`config.mk`:
```
export PLATFORM = sky130hd
export DESIGN_NAME = wb_stage_flat
export DESIGN_NICKNAME = d
export VERILOG_FILES = /design/src/rtl/wb_stage_if.sv /design/src/rtl/wb_stage.sv /design/src/flat_wrapper.sv
export SDC_FILE = /design/constraint.sdc
export NUM_CORES = 1
export LEC_CHECK = 0
export CORE_MARGIN = 5
export CORE_UTILIZATION = 42
export CTS_BUF_LIST = sky130_fd_sc_hd__clkbuf_16
export CTS_CLUSTER_DIAMETER = 100
export CTS_CLUSTER_SIZE = 12
export DETAILED_ROUTE_END_ITERATION = 8
export PLACE_DENSITY = 0.85
export SYNTH_ARGS = -nofsm -noshare
export SYNTH_HDL_FRONTEND = slang
export SYNTH_SLANG_ARGS = --single-unit
```
`constraint.sdc`:
```
create_clock -name clk -period 3.45 [get_ports clk]
set_input_delay 0.345 -clock clk [delete_from_list [all_inputs] [get_ports clk]]
set_output_delay 0.345 -clock clk [all_outputs]
set_load 0.01 [all_outputs]
```
`src/rtl/wb_stage_if.sv`:
```
// Bundles the MEM->WB handshake, the data-SRAM response, the register-file write port and the debug trace.
// Carries signals only; it adds no logic and no latency.
// Backpressure is ws_allowin, driven by the stage on the slave modport.
interface wb_stage_if;
    logic        ms_to_ws_valid;
    logic        ws_allowin;
    logic [31:0] ms_pc;
    logic        ms_gr_we;
    logic [4:0]  ms_dest;
    logic [2:0]  ms_ld_op;
    logic [1:0]  ms_addr_lo;
    logic [31:0] ms_result;
    logic        ws_flush;
    logic        data_sram_data_ok;
    logic [31:0] data_sram_rdata;
    logic [3:0]  rf_we;
    logic [4:0]  rf_waddr;
    logic [31:0] rf_wdata;
    logic [4:0]  ws_fwd_dest;
    logic        ws_fwd_stall;
    logic [31:0] debug_wb_pc;
    logic [3:0]  debug_wb_rf_wen;
    logic [4:0]  debug_wb_rf_wnum;
    logic [31:0] debug_wb_rf_wdata;

    // Upstream / environment side: drives MEM fields, flush and the SRAM response.
    modport master (
        output ms_to_ws_valid, ms_pc, ms_gr_we, ms_dest, ms_ld_op, ms_addr_lo, ms_result,
        output ws_flush, data_sram_data_ok, data_sram_rdata,
        input  ws_allowin, rf_we, rf_waddr, rf_wdata, ws_fwd_dest, ws_fwd_stall,
        input  debug_wb_pc, debug_wb_rf_wen, debug_wb_rf_wnum, debug_wb_rf_wdata
    );

    // The write-back stage itself.
    modport slave (
        input  ms_to_ws_valid, ms_pc, ms_gr_we, ms_dest, ms_ld_op, ms_addr_lo, ms_result,
        input  ws_flush, data_sram_data_ok, data_sram_rdata,
        output ws_allowin, rf_we, rf_waddr, rf_wdata, ws_fwd_dest, ws_fwd_stall,
        output debug_wb_pc, debug_wb_rf_wen, debug_wb_rf_wnum, debug_wb_rf_wdata
    );
endinterface

```
`src/rtl/wb_stage.sv`:
```
// Write-back stage: holds one instruction, waits for its load response, aligns/extends and writes the RF.
// Latency: non-loads write the cycle after acceptance; loads write in the data_ok cycle (bypass) or next if buffered.
// Backpressure: ws_allowin drops while a held load has no data; responses of flushed loads are discarded by count.
module wb_stage (
    input  logic       clk,
    input  logic       reset,
    wb_stage_if.slave  wb
);

    logic        ws_valid;
    logic [31:0] ws_pc;
    logic        ws_gr_we;
    logic [4:0]  ws_dest;
    logic [2:0]  ws_ld_op;
    logic [1:0]  ws_addr_lo;
    logic [31:0] ws_result;
    logic [31:0] data_buf;
    logic        data_got;
    logic [1:0]  discard_cnt;

    logic        is_load;
    logic        resp_ok;
    logic        ws_ready_go;
    logic        accept;
    logic        load_wait;
    logic        kill_pending;
    logic        wr_en;
    logic [31:0] ld_data;
    logic [7:0]  ld_byte;
    logic [15:0] ld_half;
    logic [1:0]  lwl_sh;
    logic [31:0] wdata_fmt;
    logic [3:0]  we_fmt;

    assign is_load      = ws_ld_op != 3'd0;
    // A response only belongs to the held load once all responses of killed loads are drained.
    assign resp_ok      = wb.data_sram_data_ok && (discard_cnt == 2'd0);
    assign ws_ready_go  = !is_load || data_got || resp_ok;
    assign wb.ws_allowin = !ws_valid || ws_ready_go;
    assign accept       = wb.ms_to_ws_valid && wb.ws_allowin && !wb.ws_flush;
    assign load_wait    = ws_valid && is_load && !data_got;
    // A flushed load whose response is still in flight leaves one response to throw away.
    assign kill_pending = wb.ws_flush && load_wait && !resp_ok;
    assign wr_en        = ws_valid && ws_ready_go && ws_gr_we && (ws_dest != 5'd0) && !wb.ws_flush;

    // Valid bit: flush kills, accept loads, retirement empties.
    always_ff @(posedge clk or posedge reset) begin
        if (reset) begin
            ws_valid <= 1'b0;
        end else if (wb.ws_flush) begin
            ws_valid <= 1'b0;
        end else if (accept) begin
            ws_valid <= 1'b1;
        end else if (ws_ready_go) begin
            ws_valid <= 1'b0;
        end
    end

    // Latch the instruction fields on acceptance.
    always_ff @(posedge clk or posedge reset) begin
        if (reset) begin
            ws_pc      <= 32'd0;
            ws_gr_we   <= 1'b0;
            ws_dest    <= 5'd0;
            ws_ld_op   <= 3'd0;
            ws_addr_lo <= 2'd0;
            ws_result  <= 32'd0;
        end else if (accept) begin
            ws_pc      <= wb.ms_pc;
            ws_gr_we   <= wb.ms_gr_we;
            ws_dest    <= wb.ms_dest;
            ws_ld_op   <= wb.ms_ld_op;
            ws_addr_lo <= wb.ms_addr_lo;
            ws_result  <= wb.ms_result;
        end
    end

    // Buffer a response that cannot retire this cycle because a flush is blocking it.
    always_ff @(posedge clk or posedge reset) begin
        if (reset) begin
            data_buf <= 32'd0;
            data_got <= 1'b0;
        end else if (accept) begin
            data_got <= 1'b0;
        end else if (load_wait && resp_ok && wb.ws_flush) begin
            data_buf <= wb.data_sram_rdata;
            data_got <= 1'b1;
        end
    end

    // Count responses owed by killed loads; a drop and a new kill in one cycle cancel out.
    always_ff @(posedge clk or posedge reset) begin
        if (reset) begin
            discard_cnt <= 2'd0;
        end else if (wb.data_sram_data_ok && (discard_cnt != 2'd0)) begin
            if (!kill_pending) begin
                discard_cnt <= discard_cnt - 2'd1;
            end
        end else if (kill_pending && (discard_cnt != 2'd3)) begin
            discard_cnt <= discard_cnt + 2'd1;
        end
    end

    // Align and extend load data into the byte lanes the register file merges.
    always_comb begin
        ld_data   = data_got ? data_buf : wb.data_sram_rdata;
        ld_byte   = 8'd0;
        ld_half   = ws_addr_lo[1] ? ld_data[31:16] : ld_data[15:0];
        lwl_sh    = 2'd3 - ws_addr_lo;
        wdata_fmt = ws_result;
        we_fmt    = 4'b1111;
        case (ws_addr_lo)
            2'd0:    ld_byte = ld_data[7:0];
            2'd1:    ld_byte = ld_data[15:8];
            2'd2:    ld_byte = ld_data[23:16];
            default: ld_byte = ld_data[31:24];
        endcase
        case (ws_ld_op)
            3'd1: wdata_fmt = {{24{ld_byte[7]}}, ld_byte};
            3'd2: wdata_fmt = {24'd0, ld_byte};
            3'd3: wdata_fmt = {{16{ld_half[15]}}, ld_half};
            3'd4: wdata_fmt = {16'd0, ld_half};
            3'd5: wdata_fmt = ld_data;
            3'd6: begin
                wdata_fmt = ld_data << {lwl_sh, 3'b000};
                case (ws_addr_lo)
                    2'd0:    we_fmt = 4'b1000;
                    2'd1:    we_fmt = 4'b1100;
                    2'd2:    we_fmt = 4'b1110;
                    default: we_fmt = 4'b1111;
                endcase
            end
            3'd7: begin
                wdata_fmt = ld_data >> {ws_addr_lo, 3'b000};
                case (ws_addr_lo)
                    2'd0:    we_fmt = 4'b1111;
                    2'd1:    we_fmt = 4'b0111;
                    2'd2:    we_fmt = 4'b0011;
                    default: we_fmt = 4'b0001;
                endcase
            end
            default: wdata_fmt = ws_result;
        endcase
    end

    assign wb.rf_we             = wr_en ? we_fmt : 4'b0000;
    assign wb.rf_waddr          = ws_valid ? ws_dest : 5'd0;
    assign wb.rf_wdata          = ws_valid ? wdata_fmt : 32'd0;
    assign wb.ws_fwd_dest       = (ws_valid && ws_gr_we) ? ws_dest : 5'd0;
    assign wb.ws_fwd_stall      = ws_valid && !ws_ready_go;
    assign wb.debug_wb_pc       = ws_pc;
    assign wb.debug_wb_rf_wen   = wb.rf_we;
    assign wb.debug_wb_rf_wnum  = wb.rf_waddr;
    assign wb.debug_wb_rf_wdata = wb.rf_wdata;

endmodule

```
`src/flat_wrapper.sv`:
```
// flat-port wrapper written by rule: the top's interface ports become plain ports
module wb_stage_flat 
  (clk, reset, wb_ms_to_ws_valid, wb_ms_pc, wb_ms_gr_we, wb_ms_dest, wb_ms_ld_op, wb_ms_addr_lo, wb_ms_result, wb_ws_flush, wb_data_sram_data_ok, wb_data_sram_rdata, wb_ws_allowin, wb_rf_we, wb_rf_waddr, wb_rf_wdata, wb_ws_fwd_dest, wb_ws_fwd_stall, wb_debug_wb_pc, wb_debug_wb_rf_wen, wb_debug_wb_rf_wnum, wb_debug_wb_rf_wdata);
  wb_stage_if wb_i ();
  input  logic clk;
  input  logic reset;
  input wire logic [$bits(wb_i.ms_to_ws_valid)-1:0] wb_ms_to_ws_valid;
  input wire logic [$bits(wb_i.ms_pc)-1:0] wb_ms_pc;
  input wire logic [$bits(wb_i.ms_gr_we)-1:0] wb_ms_gr_we;
  input wire logic [$bits(wb_i.ms_dest)-1:0] wb_ms_dest;
  input wire logic [$bits(wb_i.ms_ld_op)-1:0] wb_ms_ld_op;
  input wire logic [$bits(wb_i.ms_addr_lo)-1:0] wb_ms_addr_lo;
  input wire logic [$bits(wb_i.ms_result)-1:0] wb_ms_result;
  input wire logic [$bits(wb_i.ws_flush)-1:0] wb_ws_flush;
  input wire logic [$bits(wb_i.data_sram_data_ok)-1:0] wb_data_sram_data_ok;
  input wire logic [$bits(wb_i.data_sram_rdata)-1:0] wb_data_sram_rdata;
  output wire logic [$bits(wb_i.ws_allowin)-1:0] wb_ws_allowin;
  output wire logic [$bits(wb_i.rf_we)-1:0] wb_rf_we;
  output wire logic [$bits(wb_i.rf_waddr)-1:0] wb_rf_waddr;
  output wire logic [$bits(wb_i.rf_wdata)-1:0] wb_rf_wdata;
  output wire logic [$bits(wb_i.ws_fwd_dest)-1:0] wb_ws_fwd_dest;
  output wire logic [$bits(wb_i.ws_fwd_stall)-1:0] wb_ws_fwd_stall;
  output wire logic [$bits(wb_i.debug_wb_pc)-1:0] wb_debug_wb_pc;
  output wire logic [$bits(wb_i.debug_wb_rf_wen)-1:0] wb_debug_wb_rf_wen;
  output wire logic [$bits(wb_i.debug_wb_rf_wnum)-1:0] wb_debug_wb_rf_wnum;
  output wire logic [$bits(wb_i.debug_wb_rf_wdata)-1:0] wb_debug_wb_rf_wdata;
  assign wb_i.ms_to_ws_valid = wb_ms_to_ws_valid;
  assign wb_i.ms_pc = wb_ms_pc;
  assign wb_i.ms_gr_we = wb_ms_gr_we;
  assign wb_i.ms_dest = wb_ms_dest;
  assign wb_i.ms_ld_op = wb_ms_ld_op;
  assign wb_i.ms_addr_lo = wb_ms_addr_lo;
  assign wb_i.ms_result = wb_ms_result;
  assign wb_i.ws_flush = wb_ws_flush;
  assign wb_i.data_sram_data_ok = wb_data_sram_data_ok;
  assign wb_i.data_sram_rdata = wb_data_sram_rdata;
  assign wb_ws_allowin = wb_i.ws_allowin;
  assign wb_rf_we = wb_i.rf_we;
  assign wb_rf_waddr = wb_i.rf_waddr;
  assign wb_rf_wdata = wb_i.rf_wdata;
  assign wb_ws_fwd_dest = wb_i.ws_fwd_dest;
  assign wb_ws_fwd_stall = wb_i.ws_fwd_stall;
  assign wb_debug_wb_pc = wb_i.debug_wb_pc;
  assign wb_debug_wb_rf_wen = wb_i.debug_wb_rf_wen;
  assign wb_debug_wb_rf_wnum = wb_i.debug_wb_rf_wnum;
  assign wb_debug_wb_rf_wdata = wb_i.debug_wb_rf_wdata;
  wb_stage u_core (.clk(clk), .reset(reset), .wb(wb_i));
endmodule
```
==> results of run 1 <==
per-layer routing:
metal / up-vias / track usage [%]
li1: 2653 / -
met1: 2874 / 29.7
met2: 277 / 38.6
met3: 48 / 5.63
met4: 2 / 9.57
met5: - / 0
power groups by stage:
stage | Clock, W | Sequential [W] | Combinational [W]
2_1_floorplan | 0 | 0.00185 | 0.00126
3_3_place_gp | 0 | 0.00186 | 0.00205
3_5_place_dp | 0 | 0.00188 | 0.00208
4_1_cts | 0.00109 | 0.00186 | 0.00210
5_1_grt | 0.00113 | 0.00191 | 0.00229
6_report | 0.00106 | 0.00187 | 0.00214
state kept, by name (all words and copies together) (netlist names):
register / flops
u_core.ws_result: 32
u_core.ws_gr_we: 1
u_core.discard_cnt: 2
u_core.ws_valid: 1
u_core.data_buf: 32
u_core.ws_addr_lo: 2
u_core.ws_ld_op: 3
u_core.wb.debug_wb_pc: 32
u_core.ws_dest: 5
u_core.data_got: 1
logic make-up (layout without fill, tap and decap cells):
family,count (synthesis),after routing,share of synthesized area (%)
AO/OA/AOI/OAI,151,151,16.2
AND/OR/NAND/NOR,105,105,7.60
buffers and inverters,96,283,8.54
flip-flops,111,111,41.7
multiplexers,157,157,26.0
Yosys cell counts, drive strengths merged, types with 2 or more instances:
library cell    n
o211ai          8
o221ai          7
a31oi          11
dfrtp         111
clkbuf         22
nor2b           4
buf            62
nand2b          7
or2             2
inv            12
nor3            3
mux2          122
a221oi          2
and2            6
a21oi          18
o22ai          22
o21ai          36
o221a          21
nor3b           2
o2bb2ai         4
and3            8
nand2          27
nand3           9
mux2i          34
nor2           32
or3             2
o21a            2
a222oi          4
a22oi          11
final cells by class:
cell class / count / area (um2)
Clock buffer: 9 / 225
Clock inverter: 7 / 72.6
Fill cell: 1311 / 6370
Inverter: 12 / 47.5
Multi-Input combinational cell: 413 / 3410
Sequential cell: 111 / 2780
Tap cell: 216 / 270
Timing Repair Buffer: 255 / 2540
metrics by stage:
stage	instances	setup WS, ns
floorplan	620	0.174
global placement	1004	0.115
detailed placement	1004	0.0664
CTS	1020	0.00186
global route	1023	-0.0963
finish	1023	0.0553
worst max-delay path by stage:
stage	startpoint	endpoint	slack, ns	cells past startpoint
floorplan	reset	u_core.data_buf[0]	0.17	1
global placement	wb_data_sram_rdata[15]	wb_debug_wb_rf_wdata[17]	0.12	7
detailed placement	wb_data_sram_rdata[15]	wb_debug_wb_rf_wdata[17]	0.07	7
CTS	u_core.ws_ld_op[0]	wb_debug_wb_rf_wdata[10]	0.002	6
global route	u_core.data_got	wb_rf_wdata[12]	-0.1	7
finish	u_core.ws_ld_op[0]	wb_rf_wdata[12]	0.06	6
repair_timing:
item | CTS | global route
hold buffers | 0 | 0
pin swaps | 0 | 10
endpoints found under the setup margin | 5 | 57
gates resized for setup | 3 | 19
gates cloned | 0 | 0
setup buffers | 0 | 3
==> results.md, run 1 <==
* Library cells used by synthesis at 45
* Initial antenna violation count at 1
* Std cell rows at 46
* Tcrit/Tclk final at 98.4%
* Nets@finish at 914
* Most common cell after layout, fill and taps aside: clkdlybuf4s50_1
* Worst-path clk slew at 0.08 ns
* Top Metal Used: met5
* Maximum vdd drop at 344 uV
* Effective utilization at floorplan at 42.4%
* Drt initial violations at 410
* Synthesized net count at 732
* Total congestion overflow at 0
* RSZ-0062 raised after global routing: yes
* CTS tree: yes
* Die height at 136 um
* Final instance area at 0.00934 mm2
* Biggest area consumer among synthesized cells: dfrtp_1
* Minimum clock period at 3.39 ns
* Status: completed
* Post-synth EDFFs at 0
* Clock buffer count from CTS at 9
* Metal3 WL at 1.55 mm
* Worst slew pin tran at 0.807 ns
* Setup TNS at 0 ns
* Pint at 0.00326 W
* Sequential-to-total area share from yosys stat at 41.7%
* Met2 WL at 10.8 mm
* Die area at 0.0185 mm2
* Share of cells above drive strength 1 at 24.7%
* Pleak at 3.62 nW
* HP Class: in -> async
* Logic pwr share at 42.2%
* Dpl cell area at 0.00894 mm2
* P per Cell Area at 542 mW/mm2
* DR vias at 5854
* Critical Path Max Stage Delay at 0.61 ns
* First-pass GRT wire length at 33.3 mm
* Clock Path Buffers at 2
* Reg-to-Reg Start: u_core.ws_ld_op[2]
* Total track usage at 23.5%
* Total power at 0.00506 W
* Fmax at 295 MHz
* Synth top area share at 41.7%
* # clock sinks at 111
* DRT antenna net count at 0
* Port bufs at 232
* Layout Area Growth over Synthesis at 40.1%
* Worst reg-to-reg path cell count at 6
* Clock Tree Root: clkbuf_16
* DP HPWL at 16.5 mm
* Top Family by Delay on Critical Path: simple AND/OR/NAND/NOR gates
* Final setup violation count at 0
* Synthesized flop and latch total at 111
* Crit Path Class: reg -> out
* Seq pwr share at 36.9%
* Largest net degree at the start of global routing at 63
* Residual DRC at 0
* Arr. time, crit path at 3.05 ns
* 1st-pass router iterations at 5
* Ant. Diodes at 0
* Gp weighted congestion at 0.932
* Worst Setup Start Kind: flip-flop
* Vias/cell at 5.72
* Wire length on met1 at 8.78 mm
* Clock share of power at 20.9%
* Routed wire length at 21.8 mm
* Finished Core Util at 59.5%
* Main area contributors after synthesis: dfrtp_1, mux2_2, buf_4, mux2i_1, o21ai_0
* Synth Flop Type: dfrtp_1
* Synth warn at 0
* Switching Fraction at 35.6%
* Avg WL per Cell at 21.3 um
* Net Sw Power at 0.00180 W
* Synth Area per Inst at 10.8 um2
* Ys async rst share at 100%
* Die Width at 136 um
* Hold slack at 0.491 ns
* Synthesized area at 0.00667 mm2
* Crit path required time at 3.11 ns
* Maxcap violations at 0
* Vias in the first global route at 6034
* Worst r2r dst: u_core.ws_result[24]
* Core Footprint at 0.0157 mm2
* Cell-by-cell trace of the critical path: nand2b_1, or2_2, nor2_1, a22oi_1, a31oi_1, clkdlybuf4s50_1
* Worst Skew at 0.0103 ns
* Synth Instances at 620
* Final hold viol count at 0
* CP max stage cell: clkdlybuf4s50_1
* Setup crit end kind: output pin
* IO Pins at 233
* Flop2flop setup slack at 0.79 ns
* Crit-path max FO at 18
* Slew Viols, Final at 0
* Commonest non-fill, non-tap cells in the layout: clkdlybuf4s50_1, mux2_2, dfrtp_1, o21ai_0, nor2_1
* Bufs and invs on worst path at 1
* Clock Latency Late Sink at 0.36 ns
* H-tree levels at 3
* Slew Limit Headroom at 46.2%
No activity file was read; power rests on OpenSTA's default activity.
==> inputs of run 2 (changes only) <==
--- a/config.mk
+++ b/config.mk
@@ -5,12 +5,14 @@
 export SDC_FILE = /design/constraint.sdc
 export NUM_CORES = 1
 export LEC_CHECK = 0
+export CAP_MARGIN = 20
 export CORE_MARGIN = 5
 export CORE_UTILIZATION = 42
 export CTS_BUF_LIST = sky130_fd_sc_hd__clkbuf_16
 export CTS_CLUSTER_DIAMETER = 100
 export CTS_CLUSTER_SIZE = 12
 export DETAILED_ROUTE_END_ITERATION = 8
+export MAX_ROUTING_LAYER = met4
 export PLACE_DENSITY = 0.85
 export SYNTH_ARGS = -nofsm -noshare
 export SYNTH_HDL_FRONTEND = slang
==> run 2 against run 1 <==
First-iteration DRC count grew 37%. Clock power barely moved. Power is 0.81% higher. Die area unchanged. Clock skew increased by 0.0016 ns. Wire length hardly changed. Sequential power about the same. Setup slack gained 0.010 ns. Sequential share of layout area about the same. Largest power group unchanged.
==> results.md, run 2 (synthesis results as in run 1) <==
* Die area at 0.0185 mm2 (unchanged)
* Die Width at 136 um (unchanged)
* RSZ-0062 raised after global routing: yes
* Nets@finish at 916 (+0.22%)
* Status: completed
* Worst Skew at 0.0119 ns (+0.00161 ns)
* DP HPWL at 16.4 mm (-0.25%)
* Routed wire length at 21.8 mm (about the same)
* Gp weighted congestion at 0.913 (-2.0%)
* Die height at 136 um (unchanged)
* Initial antenna violation count at 0 (-1)
* Cell-by-cell trace of the critical path: buf_12, mux2i_1, o22ai_1, nor2_1, o221ai_1, o221a_1, clkdlybuf4s50_1
* Ant. Diodes at 0 (unchanged)
* Vias/cell at 5.68 (-0.79%)
* Pleak at 3.58 nW (-0.95%)
* Place WS at 0.130 ns (+0.0633 ns)
* Clock share of power at 21.4% (+0.5 points)
* Critical Path Max Stage Delay at 0.51 ns (-0.10 ns)
* # clock sinks at 111 (unchanged)
* Fmax at 295 MHz (+0.30%)
* Setup TNS at 0 ns (unchanged)
* Drt initial violations at 561 (+37%)
* Arr. time, crit path at 3.04 ns (about the same)
* Clock Latency Late Sink at 0.36 ns (about the same)
* Slew Limit Headroom at 51.7% (+5.5 points)
* Switching Fraction at 35.9% (+0.27 points)
* CTS tree: yes
* DR vias at 5819 (-0.60%)
* Clock buffer count from CTS at 9 (unchanged)
* Logic pwr share at 42.1% (about the same)
* Clock Tree Root: clkbuf_16
* Fill cells at 1308 (-0.23%)
* 1st-pass router iterations at 5 (unchanged)
* Total track usage at 23.6% (+0.079 points)
* Vias in the first global route at 5890 (-2.4%)
* HP Class: in -> async
* Clock Path Buffers at 2 (unchanged)
* Minimum clock period at 3.38 ns (-0.0101 ns)
* Crit path required time at 3.11 ns (about the same)
* CP max stage cell: mux2i_1
* Setup crit end kind: output pin
* Maxcap violations at 0 (unchanged)
* Effective utilization at floorplan at 42.4% (unchanged)
* Total power at 0.00510 W (+0.81%)
* Commonest non-fill, non-tap cells in the layout: clkdlybuf4s50_1, mux2_2, dfrtp_1, o21ai_0, mux2i_1
* Pint at 0.00327 W (+0.39%)
* Final instance area at 0.00935 mm2 (about the same)
* Total congestion overflow at 0 (unchanged)
* Net Sw Power at 0.00183 W (+1.6%)
* Std cell rows at 46 (unchanged)
* H-tree levels at 3 (unchanged)
* Dpl cell area at 0.00894 mm2 (about the same)
* DRT antenna net count at 0 (unchanged)
* Tcrit/Tclk final at 98.1% (-0.29 points)
* Seq pwr share at 36.5% (-0.4 points)
* Layout Area Growth over Synthesis at 40.2% (about the same)
* Final hold viol count at 0 (unchanged)
* Avg WL per Cell at 21.3 um (-0.22%)
* P per Cell Area at 546 mW/mm2 (+0.73%)
* Worst slew pin tran at 0.724 ns (-0.0831 ns)
* Worst Setup Start Kind: flip-flop
* Largest net degree at the start of global routing at 62 (-1.6%)
* Slew Viols, Final at 0 (unchanged)
* Port bufs at 232 (unchanged)
* Crit-path max FO at 39 (+21)
* PnR worst setup slack at 0.0653 ns (+0.0101 ns)
* Worst-path clk slew at 0.09 ns (about the same)
* Core Footprint at 0.0157 mm2 (unchanged)
* CTS Hold Bufs at 0 (unchanged)
* Most common cell after layout, fill and taps aside: clkdlybuf4s50_1
* Share of cells above drive strength 1 at 24.5% (-0.18 points)
* Maximum vdd drop at 361 uV (+5.0%)
* First-pass GRT wire length at 32.5 mm (-2.5%)
* Crit Path Class: reg -> out
* Residual DRC at 0 (unchanged)
* Final setup violation count at 0 (unchanged)
* IO Pins at 233 (unchanged)
run 2: cell types whose count changed in the layout (fill, tap and decap cells not counted), sizes merged:
cell / before / now
clkdlybuf4s50: 228 / 231
dlymetal6s2s: 3 / 1
buf: 23 / 24
clkinv: 2 / 1
dlygate4sd2: 1 / 0
inv: 16 / 17
o21ai: 36 / 37
run 2: worst paths after layout:
path,startpoint,endpoint,slack (ns),depth (start not counted)
setup / recovery,u_core.data_got,wb_rf_wdata[19],0.07,7
hold / removal,reset,u_core.wb.debug_wb_pc[23],0.46,2
setup reg to reg,u_core.ws_ld_op[2],u_core.wb.debug_wb_pc[3],0.79,6
hold reg to reg,u_core.wb.debug_wb_pc[2],u_core.wb.debug_wb_pc[2],0.51,1
max in group asynchronous,reset,u_core.ws_ld_op[2],2.17,3
min in group clk,u_core.wb.debug_wb_pc[2],u_core.wb.debug_wb_pc[2],0.51,1
run 2: power groups by stage:
stage               Sequential, W  Clock, W  Combinational (W)
floorplan                 0.00185         0            0.00126
global placement          0.00186         0            0.00206
detailed placement        0.00188         0            0.00208
CTS                       0.00185   0.00112            0.00209
global route              0.00191   0.00117            0.00230
finish                    0.00186   0.00109            0.00215
run 2: area by class of cell:
type	count	area [um2]	area share, %
inverter	12	47.5	0.508
tap	216	270	2.89
clock buffer	9	225	2.41
timing repair buffer	256	2530	27.1
multi-input combinational	414	3410	36.5
sequential	111	2780	29.7
clock inverter	7	82.6	0.883
run 2: layer usage:
layer	track usage, %	wire length [um]	part of all wire [%]
met5	-	0	0
met1	30.3	9010	41
met2	37.8	10700	49
met4	7.67	616	2.8
met3	4.29	1470	6.7
run 2: stage by stage:
stage | hold slack (ns) | cells | util, %
5_1_grt | 0.512 | 1025 | 59.5
4_1_cts | 0.492 | 1022 | 58.9
3_5_place_dp | 0.491 | 1006 | 56.9
6_report | 0.458 | 1025 | 59.5
2_1_floorplan | 0.411 | 620 | -
3_3_place_gp | 0.483 | 1006 | 56.9
run 2: repair_timing:
item                                    in CTS  in global routing
endpoints found under the setup margin       0                 47
setup buffers                                0                  2
resized for setup                            0                 17
run 2: critical path: cells and delay by family, from the launching register on:
| kind | cells | cell delay [ns] |
|---|---|---|
| flip-flops | 1 | 0.48 |
| multiplexers | 1 | 0.51 |
| AO/OA/AOI/OAI | 3 | 0.75 |
| buffers and inverters | 2 | 0.78 |
| AND/OR/NAND/NOR | 1 | 0.16 |
